<file path="src/rtl/regfile_arbiter.sv">
// regfile_arbiter
//   Arbitrates two requesters (A, B) onto a single external register file.
//   The register file writes on every edge (no enable) and has a registered
//   1-cycle read. After reset, all 32 registers are cleared (INIT) before
//   arbitration starts (RUN).
//
// Parameters
//   PRIO_A        0: round-robin between A and B; 1: A always wins.
// Ports
//   clk, rst_n    clock, asynchronous active-low reset
//   x_valid/ready requester handshake (x = a, b); transfer = valid & ready
//   x_we, x_rd, x_wdata   optional write of the transfer (rd = 0 is ignored)
//   x_rs, x_rt    read addresses of the transfer
//   rsp_valid_x   response for an x transfer, one cycle after it
//   rsp_data1/2   read data returned by the register file
//   init_done     register-file clear complete
//   rf_*          register-file address/data interface
module regfile_arbiter #(
  parameter bit PRIO_A = 1'b0
) (
  input  logic        clk,
  input  logic        rst_n,
  input  logic        a_valid,
  output logic        a_ready,
  input  logic        a_we,
  input  logic [4:0]  a_rs,
  input  logic [4:0]  a_rt,
  input  logic [4:0]  a_rd,
  input  logic [31:0] a_wdata,
  input  logic        b_valid,
  output logic        b_ready,
  input  logic        b_we,
  input  logic [4:0]  b_rs,
  input  logic [4:0]  b_rt,
  input  logic [4:0]  b_rd,
  input  logic [31:0] b_wdata,
  output logic        rsp_valid_a,
  output logic        rsp_valid_b,
  output logic [31:0] rsp_data1,
  output logic [31:0] rsp_data2,
  output logic        init_done,
  output logic [4:0]  rf_read_reg1,
  output logic [4:0]  rf_read_reg2,
  output logic [4:0]  rf_write_reg,
  output logic [31:0] rf_write_data,
  input  logic [31:0] rf_read_data1,
  input  logic [31:0] rf_read_data2
);

  typedef enum logic {S_INIT, S_RUN} state_t;

  state_t      r_state;
  state_t      w_state_nxt;
  logic [4:0]  r_clr_cnt;
  logic        r_init_done;
  logic        r_last_a;     // most recent transfer was granted to A
  logic        r_rsp_a;
  logic        r_rsp_b;

  logic        w_a_ready;
  logic        w_b_ready;
  logic [4:0]  w_rd_reg1;
  logic [4:0]  w_rd_reg2;
  logic [4:0]  w_wr_reg;
  logic [31:0] w_wr_data;

  always_ff @(posedge clk or negedge rst_n) begin
    if (!rst_n) begin
      r_state     <= S_INIT;
      r_clr_cnt   <= '0;
      r_init_done <= 1'b0;
      r_last_a    <= 1'b0;
      r_rsp_a     <= 1'b0;
      r_rsp_b     <= 1'b0;
    end else begin
      r_state <= w_state_nxt;
      r_rsp_a <= w_a_ready;
      r_rsp_b <= w_b_ready;
      if (r_state == S_INIT) begin
        r_clr_cnt <= r_clr_cnt + 5'd1;
        if (r_clr_cnt == 5'd31) begin
          r_init_done <= 1'b1;
        end
      end
      if (w_a_ready) begin
        r_last_a <= 1'b1;
      end else if (w_b_ready) begin
        r_last_a <= 1'b0;
      end
    end
  end

  always_comb begin
    w_state_nxt = r_state;
    w_a_ready   = 1'b0;
    w_b_ready   = 1'b0;
    w_rd_reg1   = '0;
    w_rd_reg2   = '0;
    w_wr_reg    = '0;
    w_wr_data   = '0;
    case (r_state)
      S_INIT: begin
        // Clear one register per cycle; the write of r31 is the last one.
        w_wr_reg = r_clr_cnt;
        if (r_clr_cnt == 5'd31) begin
          w_state_nxt = S_RUN;
        end
      end
      S_RUN: begin
        // On contention A wins unless round-robin and A won last time.
        w_a_ready = a_valid & (~b_valid | PRIO_A | ~r_last_a);
        w_b_ready = b_valid & ~w_a_ready;
        if (w_a_ready) begin
          w_rd_reg1 = a_rs;
          w_rd_reg2 = a_rt;
          if (a_we && (a_rd != 5'd0)) begin
            w_wr_reg  = a_rd;
            w_wr_data = a_wdata;
          end
        end else if (w_b_ready) begin
          w_rd_reg1 = b_rs;
          w_rd_reg2 = b_rt;
          if (b_we && (b_rd != 5'd0)) begin
            w_wr_reg  = b_rd;
            w_wr_data = b_wdata;
          end
        end
      end
      default: w_state_nxt = S_INIT;
    endcase
  end

  assign a_ready       = w_a_ready;
  assign b_ready       = w_b_ready;
  assign rsp_valid_a   = r_rsp_a;
  assign rsp_valid_b   = r_rsp_b;
  assign rsp_data1     = rf_read_data1;
  assign rsp_data2     = rf_read_data2;
  assign init_done     = r_init_done;
  assign rf_read_reg1  = w_rd_reg1;
  assign rf_read_reg2  = w_rd_reg2;
  assign rf_write_reg  = w_wr_reg;
  assign rf_write_data = w_wr_data;

endmodule

</file>
<file path="config.mk">
export PLATFORM = sky130hd
export DESIGN_NAME = regfile_arbiter
export DESIGN_NICKNAME = d
export VERILOG_FILES = /design/src/rtl/regfile_arbiter.sv
export SDC_FILE = /design/constraint.sdc
export NUM_CORES = 1
export LEC_CHECK = 0
export ABC_AREA = 1
export CORE_AREA = 2 2 108 110
export CTS_BUF_LIST = sky130_fd_sc_hd__clkbuf_16
export DETAILED_ROUTE_END_ITERATION = 8
export DIE_AREA = 0 0 110 112
export GPL_ROUTABILITY_DRIVEN = 0
export PLACE_DENSITY_LB_ADDON = 0.15
export SETUP_SLACK_MARGIN = 0.02
export SKIP_CTS_REPAIR_TIMING = 1
export SYNTH_ARGS = -nofsm -noshare
export SYNTH_HDL_FRONTEND = slang
export SYNTH_SLANG_ARGS = --single-unit
</file>
<file path="constraint.sdc">
create_clock -name clk -period 2.2 [get_ports clk]
set_clock_uncertainty 0.05 [all_clocks]
set_input_delay 0.55 -clock clk [delete_from_list [all_inputs] [get_ports clk]]
set_output_delay 0.55 -clock clk [all_outputs]
set_load 0.02 [all_outputs]
</file>
### Yosys cells after proc, flatten, opt, wreduce, memory -nomap -nowiden

Index checks and enable logic that the tools add are counted.

* register bits: 10
* latch bits: 0
* RAM bits: 0
* ROM bits: 0
* input bits: 164
* logic and storage cells: 43
* memories: 0

* add/subtract/negate cells: 1
* $mul: 0
* divide/modulo/power cells: 0
* $lt $le $gt $ge: 0
* eq/ne operators: 1
* shift operators: 0
* mux-type cells: 22
* bitwise gates (word level): 7
* reductions and logical operators: 6

Operators by type and width (count)
* $mux W32: 5
* $mux W5: 10
* $pmux W5 S2: 1
* $reduce_bool A5 Y1: 2
* $mux W1: 6
* $add A5 B1 Y5 const B: 1
* $eq A5 B5 Y1 const B: 1
* $not A1 Y1: 4
* $and A1 B1 Y1: 2
* $logic_and A1 B1 Y1: 2
* $reduce_and A2 Y1: 1
* $reduce_bool A2 Y1: 1
* $or A1 B1 Y1: 1

### Depth between registers and ports, before layout

* word-level depth: 8
* mapped depth: 7

### Worst setup path before layout

Ideal clock, no wire load.

* path kind: input port to output port
* from: input b_valid
* to: output rf_write_reg[3]
* arrival time: 1.447 ns
* data required time: 1.600 ns
* setup slack: 0.153 ns
* cell stages on the path: 6
* path buffers: 1
* path through: nand2_2 nand2_4 nor2_1 buf_2 nand3_1 o211ai_1

* cells in the longest elaborated chain, start to end: 8

Ends and longest elaborated chain
* start: declaration: RTL line 30 `input logic b_valid,`
* $not A1 Y1: RTL line 111 `w_a_ready = a_valid & (~b_valid | PRIO_A | ~r_last_a);`
* $or A1 B1 Y1: RTL line 111
* $and A1 B1 Y1: RTL line 111
* $not A1 Y1: RTL line 112 `w_b_ready = b_valid & ~w_a_ready;`
* $and A1 B1 Y1: RTL line 112
* $mux W5: RTL line 120 `end else if (w_b_ready) begin`
* $mux W5 *: RTL line 113 `if (w_a_ready) begin`
* $pmux W5 S2 *: RTL line 101 `case (r_state)`
* end: declaration: RTL line 44 `output logic [4:0] rf_write_reg,`

Every way passes the cells marked *; elsewhere a longest branch is shown, timed or not.

### Worst setup path after layout

* from: input a_rd[0]
* to: output rf_write_data[6]

* cells in the longest elaborated chain, start to end: 5

Ends and longest elaborated chain
* start: declaration: RTL line 28 `input logic [4:0] a_rd,`
* $reduce_bool A5 Y1: RTL line 116 `if (a_we && (a_rd != 5'd0)) begin`
* $logic_and A1 B1 Y1: RTL line 116
* $mux W32: RTL line 116
* $mux W32: RTL line 113
* $mux W32: RTL line 101
* end: declaration: RTL line 45 `output logic [31:0] rf_write_data,`

Every way passes these cells.

==> flow_metrics.py <==
metrics = {
    "drt": {
        "drtIter0Drc": 67,
        "wl_per_cell_um": 16.10,
        "firstDrtPassIters": 4,
        "viasPerCell": 4.031,
        "top_layer_used": "met4",
        "drc": 0,
        "met3WireLength_mm": 1.001,
        "routed_wl_mm": 8.242,
        "ant_nets": 0,
        "wl_met2_mm": 4.240,
        "met1_length_mm": 2.907,
        "via_count": 2064,
    },
    "place": {
        "port_buffers": 151,
        "dp_hpwl_mm": 6.173,
        "dpl.cell_count": 501,
        "placed_area_um2": 3024,
    },
    "status": {
        "outcome": "complete, but fails checks",
        "violations": "setup timing",
    },
    "setup_path": {
        "r2r.worst_path.cells": 5,
        "max_stage_delay_ps": 260,
        "critPathKind": "input pin to primary output",
        "cp_slowest_cell": "nor2_4",
        "path_max_fanout": 8,
        "start_kind": "input pin",
        "cp.required_ps": 1600,
        "end_kind": "primary output",
        "crit_chain": "buf_8 -> nor2_4 -> nand3b_1 -> nand2_2 -> nor2_4 -> clkbuf_16 -> nand3_2 -> nand2_2 -> buf_6",
        "arrival_ps": 1620,
    },
    "timing": {
        "hold_viol": 0,
        "holdWs_ps": 402.4,
        "tightest_slew_ps": 471.1,
        "min_period_ps": 2221,
        "rsz0062_at_grt": "yes",
        "final.setup.worst_slack_ps": -20.66,
        "relSlewSlack_pct": 68.49,
        "timing.fmax_ghz": 0.4503,
        "layout_worst_path_cycle_share_pct": 100.9,
        "finalSetupViolations": 9,
        "slew_violations": 0,
    },
    "cts": {
        "cts_root_buf": "clkbuf_16",
        "clk_pin_slew_ps": 40,
        "cts-htree-levels": 1,
        "cts_buffers": 3,
        "cts_tree": "yes",
        "cts_buffer_depth": 2,
        "clkLatencyLatePin_ps": 230,
        "cts.sinks": 10,
    },
    "final_layout": {
        "syn2layout_area_growth_pct": 107.8,
        "nets": 537,
        "multiInputGateArea_um2": 1011,
        "drive_above_1_share_pct": 38.75,
        "layoutNonFillerInstCount": 512,
        "final_area_um2": 3473,
        "seqCellArea_um2": 250.2,
        "fillers": 1196,
        "fin_util_pct": 31.08,
        "diodes": 0,
    },
    "pwr": {
        "powerDensity_nw_per_um2": 338.1,
        "peakVddDrop_uv": 182.7,
        "power_leakage_uw": 0.001664,
    },
    "synthesis": {
        "synthTopCellsByCount": "72 x nand2_1, 66 x buf_4, 41 x nand3_1",
        "synth_area_leaders": "buf_4 30%, nand2_1 16%, dfrtp_1 15%",
        "ys_ff_latch": 10,
        "synth-edff-count": 0,
        "async_reset_ff_share_pct": 100.0,
        "syn_avg_cell_area_um2": 6.454,
        "syn_area_um2": 1672,
        "ys_types": 26,
        "yosysSeqAreaShare_pct": 14.97,
        "synth_top_area_share_pct": 29.64,
        "synth_ff_type": "dfrtp_1",
        "syn_inst": 259,
        "yosysTopAreaCell": "buf_4",
        "synthesis.nets": 425,
        "yosysMostFrequentCell": "nand2_1",
        "yosys_warnings": 0,
    },
    "global_routing": {
        "grt_pass1_wl_mm": 9.846,
        "grt-ovfl-total": 0,
        "grt_max_degree": 32,
        "grt_pass1_vias": 1984,
        "antenna_found_initial": 0,
        "grt_use_total_pct": 10.37,
    },
    "die": {
        "initial_utilization_pct": 14.96,
        "rows": 39,
        "dieArea_um2": 12320,
        "die_y_um": 112,
        "ioPinCount": 280,
        "core_area_um2": 11170,
        "die_x_um": 110,
    },
    "run": {
        "cap_violations": 0,
    },
    "worst_hold_path": {
        "hp-class": "flip-flop to flip-flop",
        "hold_depth": 1,
    },
}
[kinds of logic after synthesis]
family | Yosys count | share of synthesized area [%]
AOI/OAI and AO/OA | 15 | 7.261
xor gates and xnor gates | 3 | 1.572
adders and majority gates | 2 | 1.497
buffers and inverters | 85 | 35.48
DFF | 10 | 14.97
and+or+nand+nor | 144 | 39.22
[state kept, by name, indices dropped and copies added, names as in the netlist]
name         cells
init_done        1
r_clr_cnt        5
r_last_a         1
r_state          1
rsp_valid_a      1
rsp_valid_b      1
[worst max-delay path: cells and delay by family]
family	cells	cell delay, ps
buffers and inverters	3	430
and+or+nand+nor	6	630
[cells in the final DEF (no fill, tap or decap)]
cell type and instances:
a22o_1 10, nor2_4 3, xor2_1 2, inv_1 7
o21ai_0 2, a2bb2oi_1 1, nand2_1 52, dlymetal6s2s_1 8
clkdlybuf4s50_1 88, nand3_1 29, a21o_1 1, nand3_4 6
xnor2_1 1, inv_2 1, buf_4 25, nand3b_1 2
buf_8 4, or2_2 1, nor2_1 9, dfrtp_1 10
nand2_4 3, buf_6 39, o211ai_1 1, nand4_1 1
clkbuf_2 10, nand3_2 7, ha_1 2, buf_2 1
buf_12 4, nor2_2 2, clkbuf_16 8, nand2_2 29
[layer usage]
layer,up-vias,GRT usage [%]
met5,-,0
met2,146,19.84
met4,0,2.616
met1,907,10.49
met3,12,3.454
li1,999,-
[final cells by class]
cell class / count / share of cell area [%]
clock buffers: 3 / 2.161
inverters: 8 / 0.8646
multi-input cells: 164 / 29.11
flip-flops and latches: 10 / 7.205
well taps: 143 / 5.151
repair buffers: 184 / 55.51
[stage by stage]
stage / worst slack [ps] / setup TNS (ps) / total power [uW]
6_report: -20.66 / -93.12 / 1174
3_3_place_gp: -862.9 / -39960 / 798.8
3_5_place_dp: -907.8 / -40520 / 797.2
2_1_floorplan: 153.0 / 0 / 575.7
5_1_grt: -114.1 / -2914 / 1240
4_1_cts: -907.1 / -40670 / 1121
[path summary, 6_finish.rpt]
path / to / from / slack (ps)
max reg2reg: r_clr_cnt[3] / r_state / 730
min in group asynchronous: rsp_valid_a / rst_n / 590
min reg2reg: init_done / init_done / 400
max in group asynchronous: r_clr_cnt[3] / rst_n / 1180
min: init_done / init_done / 400
max: rf_write_data[6] / a_rd[0] / -20
[power by group]
group	total (uW)	internal, uW	switching (uW)
Combinational	669	381	288
Clock	313	235	77.6
Sequential	193	190	2.67
Note: power is estimated with default switching activity, not from simulation.
